`src/rtl/tcm_mem_dport_bist_if.sv`:
```
// TCM data-port request/response bundle between the BIST initiator (master) and the TCM (slave).
interface tcm_mem_dport_bist_if;
  logic [31:0] mem_d_addr_o;
  logic [31:0] mem_d_data_wr_o;
  logic        mem_d_rd_o;
  logic [3:0]  mem_d_wr_o;
  logic        mem_d_cacheable_o;
  logic        mem_d_invalidate_o;
  logic        mem_d_writeback_o;
  logic        mem_d_flush_o;
  logic [10:0] mem_d_req_tag_o;
  logic [31:0] mem_d_data_rd_i;
  logic        mem_d_accept_i;
  logic        mem_d_ack_i;
  logic        mem_d_error_i;
  logic [10:0] mem_d_resp_tag_i;

  modport master (
    output mem_d_addr_o, mem_d_data_wr_o, mem_d_rd_o, mem_d_wr_o,
    output mem_d_cacheable_o, mem_d_invalidate_o, mem_d_writeback_o, mem_d_flush_o,
    output mem_d_req_tag_o,
    input  mem_d_data_rd_i, mem_d_accept_i, mem_d_ack_i, mem_d_error_i, mem_d_resp_tag_i
  );

  modport slave (
    input  mem_d_addr_o, mem_d_data_wr_o, mem_d_rd_o, mem_d_wr_o,
    input  mem_d_cacheable_o, mem_d_invalidate_o, mem_d_writeback_o, mem_d_flush_o,
    input  mem_d_req_tag_o,
    output mem_d_data_rd_i, mem_d_accept_i, mem_d_ack_i, mem_d_error_i, mem_d_resp_tag_i
  );
endinterface

```
`src/rtl/tcm_mem_dport_bist.sv`:
```
// TCM data-port BIST: writes a pattern over a word range, reads it back and checks every word.
// Define TCM_BIST_LFSR_EN for a Galois LFSR pattern; otherwise the pattern is (address ^ seed).
module tcm_mem_dport_bist #(
  parameter  int unsigned TIMEOUT = 16,
  localparam int unsigned AW      = 32,
  localparam int unsigned DW      = 32,
  localparam int unsigned CW      = 16
) (
  input  logic                 clk_i,
  input  logic                 rst_i,
  input  logic                 start_i,
  input  logic [AW-1:0]        base_addr_i,
  input  logic [CW-1:0]        num_words_i,
  input  logic [DW-1:0]        seed_i,
  tcm_mem_dport_bist_if.master mem_d,
  output logic                 busy_o,
  output logic                 done_o,
  output logic                 pass_o,
  output logic                 timeout_o,
  output logic [CW-1:0]        err_count_o,
  output logic [AW-1:0]        first_err_addr_o
);

  localparam int unsigned TW    = 11;
  localparam int unsigned TMO_W = (TIMEOUT > 2) ? $clog2(TIMEOUT) : 1;
  localparam logic [TMO_W-1:0] TMO_LAST = TMO_W'(TIMEOUT - 1);
  localparam logic [CW-1:0]    ERR_MAX  = {CW{1'b1}};

  typedef enum logic [2:0] {
    S_IDLE    = 3'd0,
    S_WR_REQ  = 3'd1,
    S_WR_WAIT = 3'd2,
    S_RD_REQ  = 3'd3,
    S_RD_WAIT = 3'd4,
    S_DONE    = 3'd5
  } state_e;

  state_e          r_state, w_state_n;
  logic [AW-1:0]   r_base, w_base_n;
  logic [CW-1:0]   r_count, w_count_n;
  logic [DW-1:0]   r_seed, w_seed_n;
  logic [CW-1:0]   r_idx, w_idx_n;
  logic [TMO_W-1:0] r_tmo, w_tmo_n;
  logic [DW-1:0]   r_pat, w_pat_n;
  logic [AW-1:0]   r_addr, w_addr_n;
  logic [DW-1:0]   r_wdata, w_wdata_n;
  logic            r_rd, w_rd_n;
  logic [3:0]      r_wr, w_wr_n;
  logic [TW-1:0]   r_tag, w_tag_n;
  logic            r_busy, w_busy_n;
  logic            r_done, w_done_n;
  logic            r_pass, w_pass_n;
  logic            r_timeout, w_timeout_n;
  logic [CW-1:0]   r_err_cnt, w_err_cnt_n;
  logic [AW-1:0]   r_first_err, w_first_err_n;

  logic [AW-1:0]   w_base_aligned;
  logic [AW-1:0]   w_addr_inc;
  logic [CW-1:0]   w_idx_inc;
  logic [DW-1:0]   w_pat_start;
  logic [DW-1:0]   w_pat_next;
  logic [DW-1:0]   w_pat_reload;
  logic            w_word_fail;
  logic            w_last;

  assign w_base_aligned = base_addr_i & 32'hFFFF_FFFC;
  assign w_addr_inc     = r_addr + 32'd4;
  assign w_idx_inc      = r_idx + 16'd1;
  assign w_last         = (w_idx_inc == r_count);

  // r_pat always holds P(i) for the word currently requested
`ifdef TCM_BIST_LFSR_EN
  localparam logic [DW-1:0] LFSR_MASK = 32'h8020_0003;

  function automatic logic [DW-1:0] lfsr_step(input logic [DW-1:0] s);
    return s[0] ? ((s >> 1) ^ LFSR_MASK) : (s >> 1);
  endfunction

  assign w_pat_start  = (seed_i == '0) ? 32'd1 : seed_i;
  assign w_pat_next   = lfsr_step(r_pat);
  assign w_pat_reload = (r_seed == '0) ? 32'd1 : r_seed;
`else
  assign w_pat_start  = w_base_aligned ^ seed_i;
  assign w_pat_next   = w_addr_inc ^ r_seed;
  assign w_pat_reload = r_base ^ r_seed;
`endif

  // next-state and registered-output computation
  always_comb begin
    w_state_n     = r_state;
    w_base_n      = r_base;
    w_count_n     = r_count;
    w_seed_n      = r_seed;
    w_idx_n       = r_idx;
    w_tmo_n       = r_tmo;
    w_pat_n       = r_pat;
    w_addr_n      = r_addr;
    w_wdata_n     = r_wdata;
    w_rd_n        = r_rd;
    w_wr_n        = r_wr;
    w_tag_n       = r_tag;
    w_busy_n      = r_busy;
    w_done_n      = 1'b0;
    w_pass_n      = r_pass;
    w_timeout_n   = r_timeout;
    w_err_cnt_n   = r_err_cnt;
    w_first_err_n = r_first_err;
    w_word_fail   = 1'b0;

    case (r_state)
      S_IDLE: begin
        if (start_i) begin
          w_base_n      = w_base_aligned;
          w_count_n     = num_words_i;
          w_seed_n      = seed_i;
          w_idx_n       = '0;
          w_tmo_n       = '0;
          w_pat_n       = w_pat_start;
          w_err_cnt_n   = '0;
          w_first_err_n = '0;
          w_timeout_n   = 1'b0;
          w_pass_n      = 1'b0;
          w_busy_n      = 1'b1;
          if (num_words_i == '0) begin
            w_state_n = S_DONE;
            w_done_n  = 1'b1;
            w_pass_n  = 1'b1;
          end else begin
            w_state_n = S_WR_REQ;
            w_addr_n  = w_base_aligned;
            w_wdata_n = w_pat_start;
            w_wr_n    = 4'hF;
            w_tag_n   = '0;
          end
        end
      end

      S_WR_REQ, S_RD_REQ: begin
        if (mem_d.mem_d_accept_i) begin
          w_rd_n    = 1'b0;
          w_wr_n    = 4'h0;
          w_tmo_n   = '0;
          w_state_n = (r_state == S_WR_REQ) ? S_WR_WAIT : S_RD_WAIT;
        end
      end

      S_WR_WAIT, S_RD_WAIT: begin
        if (mem_d.mem_d_ack_i) begin
          w_word_fail = mem_d.mem_d_error_i ||
                        ((r_state == S_RD_WAIT) &&
                         ((mem_d.mem_d_data_rd_i != r_pat) ||
                          (mem_d.mem_d_resp_tag_i != r_idx[TW-1:0])));
          if (w_last && (r_state == S_RD_WAIT)) begin
            w_state_n = S_DONE;
            w_done_n  = 1'b1;
            w_pass_n  = (r_err_cnt == '0) && !w_word_fail && !r_timeout;
          end else if (w_last) begin
            w_state_n = S_RD_REQ;
            w_idx_n   = '0;
            w_addr_n  = r_base;
            w_pat_n   = w_pat_reload;
            w_wdata_n = '0;
            w_rd_n    = 1'b1;
            w_tag_n   = '0;
          end else begin
            w_idx_n  = w_idx_inc;
            w_addr_n = w_addr_inc;
            w_pat_n  = w_pat_next;
            w_tag_n  = w_idx_inc[TW-1:0];
            if (r_state == S_WR_WAIT) begin
              w_state_n = S_WR_REQ;
              w_wdata_n = w_pat_next;
              w_wr_n    = 4'hF;
            end else begin
              w_state_n = S_RD_REQ;
              w_wdata_n = '0;
              w_rd_n    = 1'b1;
            end
          end
        end else if (r_tmo == TMO_LAST) begin
          w_state_n   = S_DONE;
          w_timeout_n = 1'b1;
          w_done_n    = 1'b1;
          w_pass_n    = 1'b0;
        end else begin
          w_tmo_n = r_tmo + TMO_W'(1);
        end
      end

      S_DONE: begin
        w_state_n = S_IDLE;
        w_busy_n  = 1'b0;
      end

      default: begin
        w_state_n = S_IDLE;
      end
    endcase

    // a word counts once however many checks it failed
    if (w_word_fail) begin
      if (r_err_cnt != ERR_MAX) begin
        w_err_cnt_n = r_err_cnt + 16'd1;
      end
      if (r_err_cnt == '0) begin
        w_first_err_n = r_addr;
      end
    end
  end

  always_ff @(posedge clk_i) begin
    if (rst_i) begin
      r_state     <= S_IDLE;
      r_base      <= '0;
      r_count     <= '0;
      r_seed      <= '0;
      r_idx       <= '0;
      r_tmo       <= '0;
      r_pat       <= '0;
      r_addr      <= '0;
      r_wdata     <= '0;
      r_rd        <= 1'b0;
      r_wr        <= 4'h0;
      r_tag       <= '0;
      r_busy      <= 1'b0;
      r_done      <= 1'b0;
      r_pass      <= 1'b0;
      r_timeout   <= 1'b0;
      r_err_cnt   <= '0;
      r_first_err <= '0;
    end else begin
      r_state     <= w_state_n;
      r_base      <= w_base_n;
      r_count     <= w_count_n;
      r_seed      <= w_seed_n;
      r_idx       <= w_idx_n;
      r_tmo       <= w_tmo_n;
      r_pat       <= w_pat_n;
      r_addr      <= w_addr_n;
      r_wdata     <= w_wdata_n;
      r_rd        <= w_rd_n;
      r_wr        <= w_wr_n;
      r_tag       <= w_tag_n;
      r_busy      <= w_busy_n;
      r_done      <= w_done_n;
      r_pass      <= w_pass_n;
      r_timeout   <= w_timeout_n;
      r_err_cnt   <= w_err_cnt_n;
      r_first_err <= w_first_err_n;
    end
  end

  assign mem_d.mem_d_addr_o       = r_addr;
  assign mem_d.mem_d_data_wr_o    = r_wdata;
  assign mem_d.mem_d_rd_o         = r_rd;
  assign mem_d.mem_d_wr_o         = r_wr;
  assign mem_d.mem_d_req_tag_o    = r_tag;
  assign mem_d.mem_d_cacheable_o  = 1'b0;
  assign mem_d.mem_d_invalidate_o = 1'b0;
  assign mem_d.mem_d_writeback_o  = 1'b0;
  assign mem_d.mem_d_flush_o      = 1'b0;

  assign busy_o           = r_busy;
  assign done_o           = r_done;
  assign pass_o           = r_pass;
  assign timeout_o        = r_timeout;
  assign err_count_o      = r_err_cnt;
  assign first_err_addr_o = r_first_err;

endmodule
```
`src/flat_wrapper.sv`:
```
// flat-port wrapper written by rule: the top's interface ports become plain ports
module tcm_mem_dport_bist_flat 
#(
  parameter  int unsigned TIMEOUT = 16,
  localparam int unsigned AW      = 32,
  localparam int unsigned DW      = 32,
  localparam int unsigned CW      = 16
)
  (clk_i, rst_i, start_i, base_addr_i, num_words_i, seed_i, busy_o, done_o, pass_o, timeout_o, err_count_o, first_err_addr_o, mem_d_mem_d_addr_o, mem_d_mem_d_data_wr_o, mem_d_mem_d_rd_o, mem_d_mem_d_wr_o, mem_d_mem_d_cacheable_o, mem_d_mem_d_invalidate_o, mem_d_mem_d_writeback_o, mem_d_mem_d_flush_o, mem_d_mem_d_req_tag_o, mem_d_mem_d_data_rd_i, mem_d_mem_d_accept_i, mem_d_mem_d_ack_i, mem_d_mem_d_error_i, mem_d_mem_d_resp_tag_i);
  tcm_mem_dport_bist_if mem_d_i ();
  input  logic clk_i;
  input  logic rst_i;
  input  logic start_i;
  input  logic [AW-1:0] base_addr_i;
  input  logic [CW-1:0] num_words_i;
  input  logic [DW-1:0] seed_i;
  output logic busy_o;
  output logic done_o;
  output logic pass_o;
  output logic timeout_o;
  output logic [CW-1:0] err_count_o;
  output logic [AW-1:0] first_err_addr_o;
  output wire logic [$bits(mem_d_i.mem_d_addr_o)-1:0] mem_d_mem_d_addr_o;
  output wire logic [$bits(mem_d_i.mem_d_data_wr_o)-1:0] mem_d_mem_d_data_wr_o;
  output wire logic [$bits(mem_d_i.mem_d_rd_o)-1:0] mem_d_mem_d_rd_o;
  output wire logic [$bits(mem_d_i.mem_d_wr_o)-1:0] mem_d_mem_d_wr_o;
  output wire logic [$bits(mem_d_i.mem_d_cacheable_o)-1:0] mem_d_mem_d_cacheable_o;
  output wire logic [$bits(mem_d_i.mem_d_invalidate_o)-1:0] mem_d_mem_d_invalidate_o;
  output wire logic [$bits(mem_d_i.mem_d_writeback_o)-1:0] mem_d_mem_d_writeback_o;
  output wire logic [$bits(mem_d_i.mem_d_flush_o)-1:0] mem_d_mem_d_flush_o;
  output wire logic [$bits(mem_d_i.mem_d_req_tag_o)-1:0] mem_d_mem_d_req_tag_o;
  input wire logic [$bits(mem_d_i.mem_d_data_rd_i)-1:0] mem_d_mem_d_data_rd_i;
  input wire logic [$bits(mem_d_i.mem_d_accept_i)-1:0] mem_d_mem_d_accept_i;
  input wire logic [$bits(mem_d_i.mem_d_ack_i)-1:0] mem_d_mem_d_ack_i;
  input wire logic [$bits(mem_d_i.mem_d_error_i)-1:0] mem_d_mem_d_error_i;
  input wire logic [$bits(mem_d_i.mem_d_resp_tag_i)-1:0] mem_d_mem_d_resp_tag_i;
  assign mem_d_mem_d_addr_o = mem_d_i.mem_d_addr_o;
  assign mem_d_mem_d_data_wr_o = mem_d_i.mem_d_data_wr_o;
  assign mem_d_mem_d_rd_o = mem_d_i.mem_d_rd_o;
  assign mem_d_mem_d_wr_o = mem_d_i.mem_d_wr_o;
  assign mem_d_mem_d_cacheable_o = mem_d_i.mem_d_cacheable_o;
  assign mem_d_mem_d_invalidate_o = mem_d_i.mem_d_invalidate_o;
  assign mem_d_mem_d_writeback_o = mem_d_i.mem_d_writeback_o;
  assign mem_d_mem_d_flush_o = mem_d_i.mem_d_flush_o;
  assign mem_d_mem_d_req_tag_o = mem_d_i.mem_d_req_tag_o;
  assign mem_d_i.mem_d_data_rd_i = mem_d_mem_d_data_rd_i;
  assign mem_d_i.mem_d_accept_i = mem_d_mem_d_accept_i;
  assign mem_d_i.mem_d_ack_i = mem_d_mem_d_ack_i;
  assign mem_d_i.mem_d_error_i = mem_d_mem_d_error_i;
  assign mem_d_i.mem_d_resp_tag_i = mem_d_mem_d_resp_tag_i;
  tcm_mem_dport_bist #(.TIMEOUT(TIMEOUT)) u_core (.clk_i(clk_i), .rst_i(rst_i), .start_i(start_i), .base_addr_i(base_addr_i), .num_words_i(num_words_i), .seed_i(seed_i), .mem_d(mem_d_i), .busy_o(busy_o), .done_o(done_o), .pass_o(pass_o), .timeout_o(timeout_o), .err_count_o(err_count_o), .first_err_addr_o(first_err_addr_o));
endmodule
```
`config.mk`:
```
export PLATFORM = sky130hd
export DESIGN_NAME = tcm_mem_dport_bist_flat
export DESIGN_NICKNAME = d
export VERILOG_FILES = /design/src/rtl/tcm_mem_dport_bist_if.sv /design/src/rtl/tcm_mem_dport_bist.sv /design/src/flat_wrapper.sv
export SDC_FILE = /design/constraint.sdc
export NUM_CORES = 1
export LEC_CHECK = 0
export ABC_AREA = 0
export BUFFER_PORTS_ARGS = -buffer_cell sky130_fd_sc_hd__buf_2
export CAP_MARGIN = 20
export CORE_ASPECT_RATIO = 1.4
export CORE_MARGIN = 2
export CORE_UTILIZATION = 25
export DETAILED_ROUTE_END_ITERATION = 8
export PLACE_DENSITY = 0.53
export SLEW_MARGIN = 20
export SYNTH_ARGS = -nofsm -noshare
export SYNTH_HDL_FRONTEND = slang
export SYNTH_SLANG_ARGS = --single-unit
```
`constraint.sdc`:
```
create_clock -name clk_i -period 3.5 [get_ports clk_i]
set_clock_uncertainty 0.05 [all_clocks]
set_input_delay 0.35 -clock clk_i [delete_from_list [all_inputs] [get_ports clk_i]]
set_output_delay 0.35 -clock clk_i [all_outputs]
set_load 0.01 [all_outputs]
```
==> results of run 1 <==
[registers in the layout, summed over array words and instances, names as in the netlist]
name	cells
u_core.r_count	16
u_core.r_pat	32
u_core.r_idx	16
u_core.mem_d.mem_d_wr_o	1
u_core.pass_o	1
u_core.mem_d.mem_d_rd_o	1
u_core.mem_d.mem_d_addr_o	30
u_core.timeout_o	1
u_core.done_o	1
u_core.err_count_o	16
u_core.busy_o	1
u_core.mem_d.mem_d_data_wr_o	32
u_core.r_state	3
u_core.first_err_addr_o	32
u_core.r_tmo	4
u_core.r_seed	32
u_core.mem_d.mem_d_req_tag_o	11
u_core.r_base	30
[synth_stat cells, types with 4 or more instances]
cell type and instances:
dfxtp_1 260, nand2_1 245, a21oi_1 196, o21ai_0 137
xnor2_1 112, clkbuf_1 103, nand3_1 89, nor3_1 75
nor2_1 67, xor2_1 48, and3_1 41, a31oi_1 38
a22o_1 31, nand2b_1 31, o211ai_1 28, nand4_1 26
o31ai_1 26, or4_1 26, inv_1 24, buf_4 23
nand4b_1 22, buf_2 21, nor4_1 15, and4_1 12
buf_1 11, or3_1 10, mux2i_1 9, a211oi_1 8
a311oi_1 8, and2_1 6, a21o_1 5, ha_1 5
nor2b_1 5, o311a_1 5, a211o_1 4, a221oi_1 4
and4b_1 4, nor3b_1 4, o21a_1 4
[where the power goes]
group	total (mW)	leakage [nW]	switching, mW	internal, mW
clock	3.30	0.493	1.38	1.92
sequential	4.18	2.13	0.641	3.54
combinational	4.50	4.50	2.85	1.65
total	12.0	7.12	4.87	7.12
[through the flow]
stage / setup slack [ps] / instance area [um2]
2_1_floorplan: 479.9 / 14240
3_3_place_gp: 164.8 / 16530
3_5_place_dp: 147.8 / 16530
4_1_cts: 108.9 / 18320
5_1_grt: 0.01465 / 18330
6_report: 190.9 / 18340
[cell type report]
type,count,area (um2)
Clock buffer,43,900.9
Clock inverter,10,115.1
Multi-Input combinational cell,1391,8268
Fill cell,5958,37980
Timing Repair Buffer,407,2823
Inverter,24,91.34
Tap cell,735,919.6
Sequential cell,260,5207
Antenna cell,4,10.01
[timing repair]
item                                    CTS  global route
hold buffers                             77             0
endpoints found under the hold margin   100             0
endpoints found under the setup margin    0             1
resized for setup                         0             3
[worst max-delay path, stage by stage, from the launching register on]
cell	delay, ps
dfxtp_1	490
nand4_4	180
buf_4	220
nor3_1	260
buf_4	170
xnor2_1	200
o2111ai_1	240
nor4_4	260
buf_4	180
buf_12	150
buf_4	200
mux2i_1	260
nand2_1	110
a31oi_1	260
[how the worst max path moves through the flow]
stage                                      start                                       endpoint  slack [ps]  depth (start not counted)
finish              u_core.r_idx[2]$_SDFFE_PP0P_     u_core.mem_d.mem_d_addr_o[26]$_SDFFE_PP0P_         190                         13
global route        u_core.r_idx[2]$_SDFFE_PP0P_  u_core.mem_d.mem_d_data_wr_o[26]$_SDFFE_PP0P_        0.01                         11
CTS                 u_core.r_idx[0]$_SDFFE_PP0P_     u_core.mem_d.mem_d_addr_o[26]$_SDFFE_PP0P_         110                         12
floorplan           u_core.r_idx[1]$_SDFFE_PP0P_                 u_core.r_state[2]$_SDFFE_PP0P_         480                         12
global placement    u_core.r_idx[0]$_SDFFE_PP0P_     u_core.mem_d.mem_d_addr_o[26]$_SDFFE_PP0P_         160                         12
detailed placement  u_core.r_idx[0]$_SDFFE_PP0P_     u_core.mem_d.mem_d_addr_o[26]$_SDFFE_PP0P_         150                         12
[per-layer routing]
| metal | share of wire (%) | GRT usage (%) | vias to the layer above | routed length (um) |
|---|---|---|---|---|
| met1 | 41 | 23.15 | 6979 | 23450 |
| met5 | 0 | 0 | - | 0 |
| li1 | - | - | 7156 | - |
| met4 | 3.1 | 6.421 | 0 | 1764 |
| met3 | 5.2 | 1.908 | 88 | 2965 |
| met2 | 50 | 33.32 | 449 | 28660 |
[kinds of logic (layout without fill, tap and decap cells)]
logic type,after synthesis,after routing,synth area share (%)
fa+ha+maj,5,5,0.4400
other cells,1,10,0.02638
flops,260,260,36.61
compound gates,520,520,21.96
simple gates,691,691,24.80
buf+inv,183,484,5.676
xor+xnor,160,160,9.857
mux,9,9,0.6337
==> impl_metrics.toml, run 1 <==
[status]
status = "complete, no violations"

[final_layout]
postLayoutCoreUtil_pct = 32.56
drive_gt1_share_pct = 18.59
finalNetCount = 2248
fin_cells = 2874
final_common_cell = "dfxtp_1"
areaGrowthSynthToFinish_pct = 28.96
final_cell_mix = "258 x dfxtp_1, 255 x buf_2, 244 x nand2_1"

[synth]
ys_types = 63
syn_area_um2 = 14220
yosys-top-cells-area = "dfxtp_1 37%, a21oi_1 6.9%, xnor2_1 6.9%"
ys_ff_latch = 260
yosysWarnings = 0
async_flop_share_pct = 0
synthFlopType = "dfxtp_1"
yosysSeqAreaShare_pct = 36.61
synth-edff-count = 0
yosysTopAreaCell = "dfxtp_1"
netlist_instances = 1829
syn_avg_cell_area_um2 = 7.773
netlist.area_leader.share_pct = 36.61

[sta]
rsz0062_at_grt = "false"
finalSetupTns_ps = 0
finalHoldViolCount = 0
holdWs_ps = 33.54
setup_viol = 0
max_slew_margin_pct = 41.24
max_freq_mhz = 302.2
min_period_ps = 3309
slew_viol_final = 0
fin_crit_sh_pct = 94.54
worst_pin_slew_ps = 879.3

[routing]
antenna_left = 0
drc = 0
dr.pass1.iters = 7
num_vias = 14672
drt-initial-drc-count = 915
wirelength_um = 56840
routed_via_density = 5.105
wl_per_cell_um = 19.78

[cts]
post_cts_buffers = 0
root_buffer = "clkbuf_16"
h-tree-depth = 1
cts_buffers = 30
clkLatencyLatePin_ps = 580
clkSinkCount = 260
cts_buffer_depth = 3
clk_pin_slew_ps = 60
cts_tree = "done"

[die]
rows = 103
core_area_um2 = 56320
start_util_pct = 25.24
die_w_um = 205.5
die_h_um = 286.2
die-area_um2 = 58820
ios = 265

[critical_path]
critical_path_class = "register to register"
rr_worst_depth = 13
critical_path_arrival_ps = 3750
reg2reg_from = "u_core.r_idx[2]$_SDFFE_PP0P_"
r2r_setup_slack_ps = 190
critPathCaptureType = "register"
rr_endpoint = "u_core.mem_d.mem_d_addr_o[26]$_SDFFE_PP0P_"
startpoint_type = "register"
worstPathMaxFanout = 13
crit_required_ps = 3940

[power_and_ir_drop]
power.density_nw_per_um2 = 653.6
leakage_nw = 7.118
power.total_mw = 11.98
ir_worst_vdd_mv = 0.4124

[hold_path]
min_path_type = "primary input to register"
whs_path_depth = 3
min_to = "u_core.r_seed[26]$_SDFFE_PP0P_"
hp-start = "seed_i[26]"

[placement]
port_buffers = 256
finalWeightedCongestion = 0.8985
hpwlAfterDp_um = 39920
dpl.cell_count = 2740

[global_routing]
grt_util_all_layers_pct = 18.67
grt_pass1_vias = 13951
grt-ovfl-total = 0
antenna_found_initial = 3
grt_max_degree = 130
grt_pass1_wl_um = 84500

[job]
cap_viol_max_count = 0
(Power assumes the default switching activity.)
==> run 2, diff against run 1 <==
- CORE_ASPECT_RATIO: 1.4 -> 0.8
- CORE_MARGIN: 2 -> default
- HOLD_SLACK_MARGIN: default -> 0.05
==> run 2 against run 1 <==
  * Critical path type unchanged
  * Die area down 1.7%
  * Critical endpoint is now u_core.mem_d.mem_d_data_wr_o[15]$_SDFFE_PP0P_
  * Hold slack better by 140 ps
  * Register-to-register slack better by 20 ps
  * Clock power up 2%
  * Global-route usage down 0.20 points
  * Non-clock buffer count down 5
  * Sequential cell count unchanged
  * Cell count up 0.52%
  * Sequential power up 1%
  * Maximum frequency up 0.73%
  * Final area about the same
==> impl_metrics.toml, run 2 (synthesized netlist as in run 1, its figures left out) <==
[critical_path]
worstPathMaxFanout = 48
crit_required_ps = 3910
critical_path_arrival_ps = 3700
critical_path_class = "register to register"
startpoint_type = "register"
critPathCaptureType = "register"

[power_and_ir_drop]
power_switching_mw = 4.885
ir_worst_vdd_mv = 0.3151
seqPwrFrac_pct = 35.3
power.density_nw_per_um2 = 653.5
internal_power_mw = 7.086
comb_power_share_pct = 36.7
swShare_pct = 40.81
leakage_nw = 7.102
pwr-share-clk_pct = 28.0

[routing]
dr.pass1.iters = 5
drc = 0
routed_via_density = 5.075
drt-initial-drc-count = 946
wl_per_cell_um = 19.01
wirelength_um = 54920
antenna_left = 0
num_vias = 14663

[sta]
rsz0062_at_grt = "false"
holdWs_ps = 170.8
max_slew_margin_pct = 50.29
min_period_ps = 3285
setup_ws_ps = 214.8
slew_viol_final = 0
finalHoldViolCount = 0
finalSetupTns_ps = 0
worst_pin_slew_ps = 745.6
fin_crit_sh_pct = 93.86
max_freq_mhz = 304.4
setup_viol = 0

[global_routing]
grtUsageMet3_pct = 4.331
grt_util_all_layers_pct = 18.46
grt_pass1_wl_um = 82920
grt-ovfl-total = 0
grt_busiest_layer = "met2"
use_met1_pct = 26.18
antenna_found_initial = 7
grt_max_degree = 129
grt_pass1_vias = 13673
met2_usage_pct = 27.32

[final_layout]
final_cell_area_um2 = 18320
n_fill_cell = 6023
drive_gt1_share_pct = 18.69
fin_cells = 2889
final_common_cell = "dfxtp_1"
areaGrowthSynthToFinish_pct = 28.85
final_cell_mix = "258 x dfxtp_1, 255 x buf_2, 244 x nand2_1"
finalNetCount = 2244

[die]
start_util_pct = 25.53
die_h_um = 215.3
ios = 265
rows = 77
die-area_um2 = 57830
die_w_um = 268.6
core_area_um2 = 55690

[cts]
clkSinkCount = 260
clkLatencyLatePin_ps = 580
cts_buffers = 31
clk_pin_slew_ps = 60
cts_tree = "done"
root_buffer = "clkbuf_16"
cts_buffer_depth = 3
h-tree-depth = 1

[job]
cap_viol_max_count = 0

[placement]
finalWeightedCongestion = 0.8849
pre_cts_ws_ps = 133.4
port_buffers = 256
dpl.cell_count = 2749
place_area_um2 = 16460
hpwlAfterDp_um = 38230

[status]
status = "complete, no violations"

[hold_path]
min_path_type = "primary input to register"
run 2: what timing repair did:
item	in CTS	in global routing
endpoints found under the setup margin	0	104
endpoints found under the hold margin	110	0
hold buffers	78	0
buffers inserted	0	0
resized for setup	0	5
run 2: final cells by class:
cell class                 instances  area, um2  area share [%]
multi-input combinational       1391       8284           45.22
antenna                            4      10.01         0.05464
clock buffer                      38      842.1           4.597
clock inverter                    20      200.2           1.093
inverter                          24      91.34          0.4986
timing repair buffer             402       2745           14.99
tap                              750      938.4           5.123
sequential                       260       5207           28.43
run 2: final timing paths:
path | startpoint | endpoint | slack [ps] | cells after the start
min | mem_d_mem_d_accept_i | u_core.mem_d.mem_d_rd_o$_SDFFE_PP0P_ | 170 | 4
min reg2reg | u_core.mem_d.mem_d_req_tag_o[2]$_SDFFE_PP0P_ | u_core.mem_d.mem_d_req_tag_o[2]$_SDFFE_PP0P_ | 400 | 2
max reg2reg | u_core.r_idx[5]$_SDFFE_PP0P_ | u_core.mem_d.mem_d_data_wr_o[15]$_SDFFE_PP0P_ | 210 | 11
max | u_core.r_idx[5]$_SDFFE_PP0P_ | u_core.mem_d.mem_d_data_wr_o[15]$_SDFFE_PP0P_ | 210 | 11
run 2: critical path, cell delays in order (launching register included):
cell and delay, ps:
dfxtp_1 480, and4_1 460, nand3_1 220, xnor2_1 200, a211o_1 370, nor4_4 310, buf_4 220, buf_4 210
a21oi_4 130, buf_12 210, o21ai_0 190, a21oi_1 60
run 2: power by group through the flow:
stage	Clock, mW	Combinational (mW)	Sequential [mW]
after detailed placement	0	4.32	4.29
after global routing	3.58	4.82	4.31
after global placement	0	4.28	4.27
after CTS	3.47	4.42	4.23
final	3.35	4.39	4.23
after floorplan	0	2.65	4.16
run 2: per-layer routing:
metal	part of all wire, %	routed length (um)	vias up
met4	3.2	1753	8
met3	7.1	3874	89
met5	0.080	44	-
met1	48	26110	6995
li1	-	-	7150
met2	42	23140	421
run 2: metrics by stage:
| step | utilization [%] | total power, mW |
|---|---|---|
| after floorplan | - | 6.808 |
| after global routing | 32.88 | 12.71 |
| after global placement | 29.56 | 8.546 |
| after detailed placement | 29.56 | 8.613 |
| final | 32.90 | 11.97 |
| after CTS | 32.84 | 12.11 |
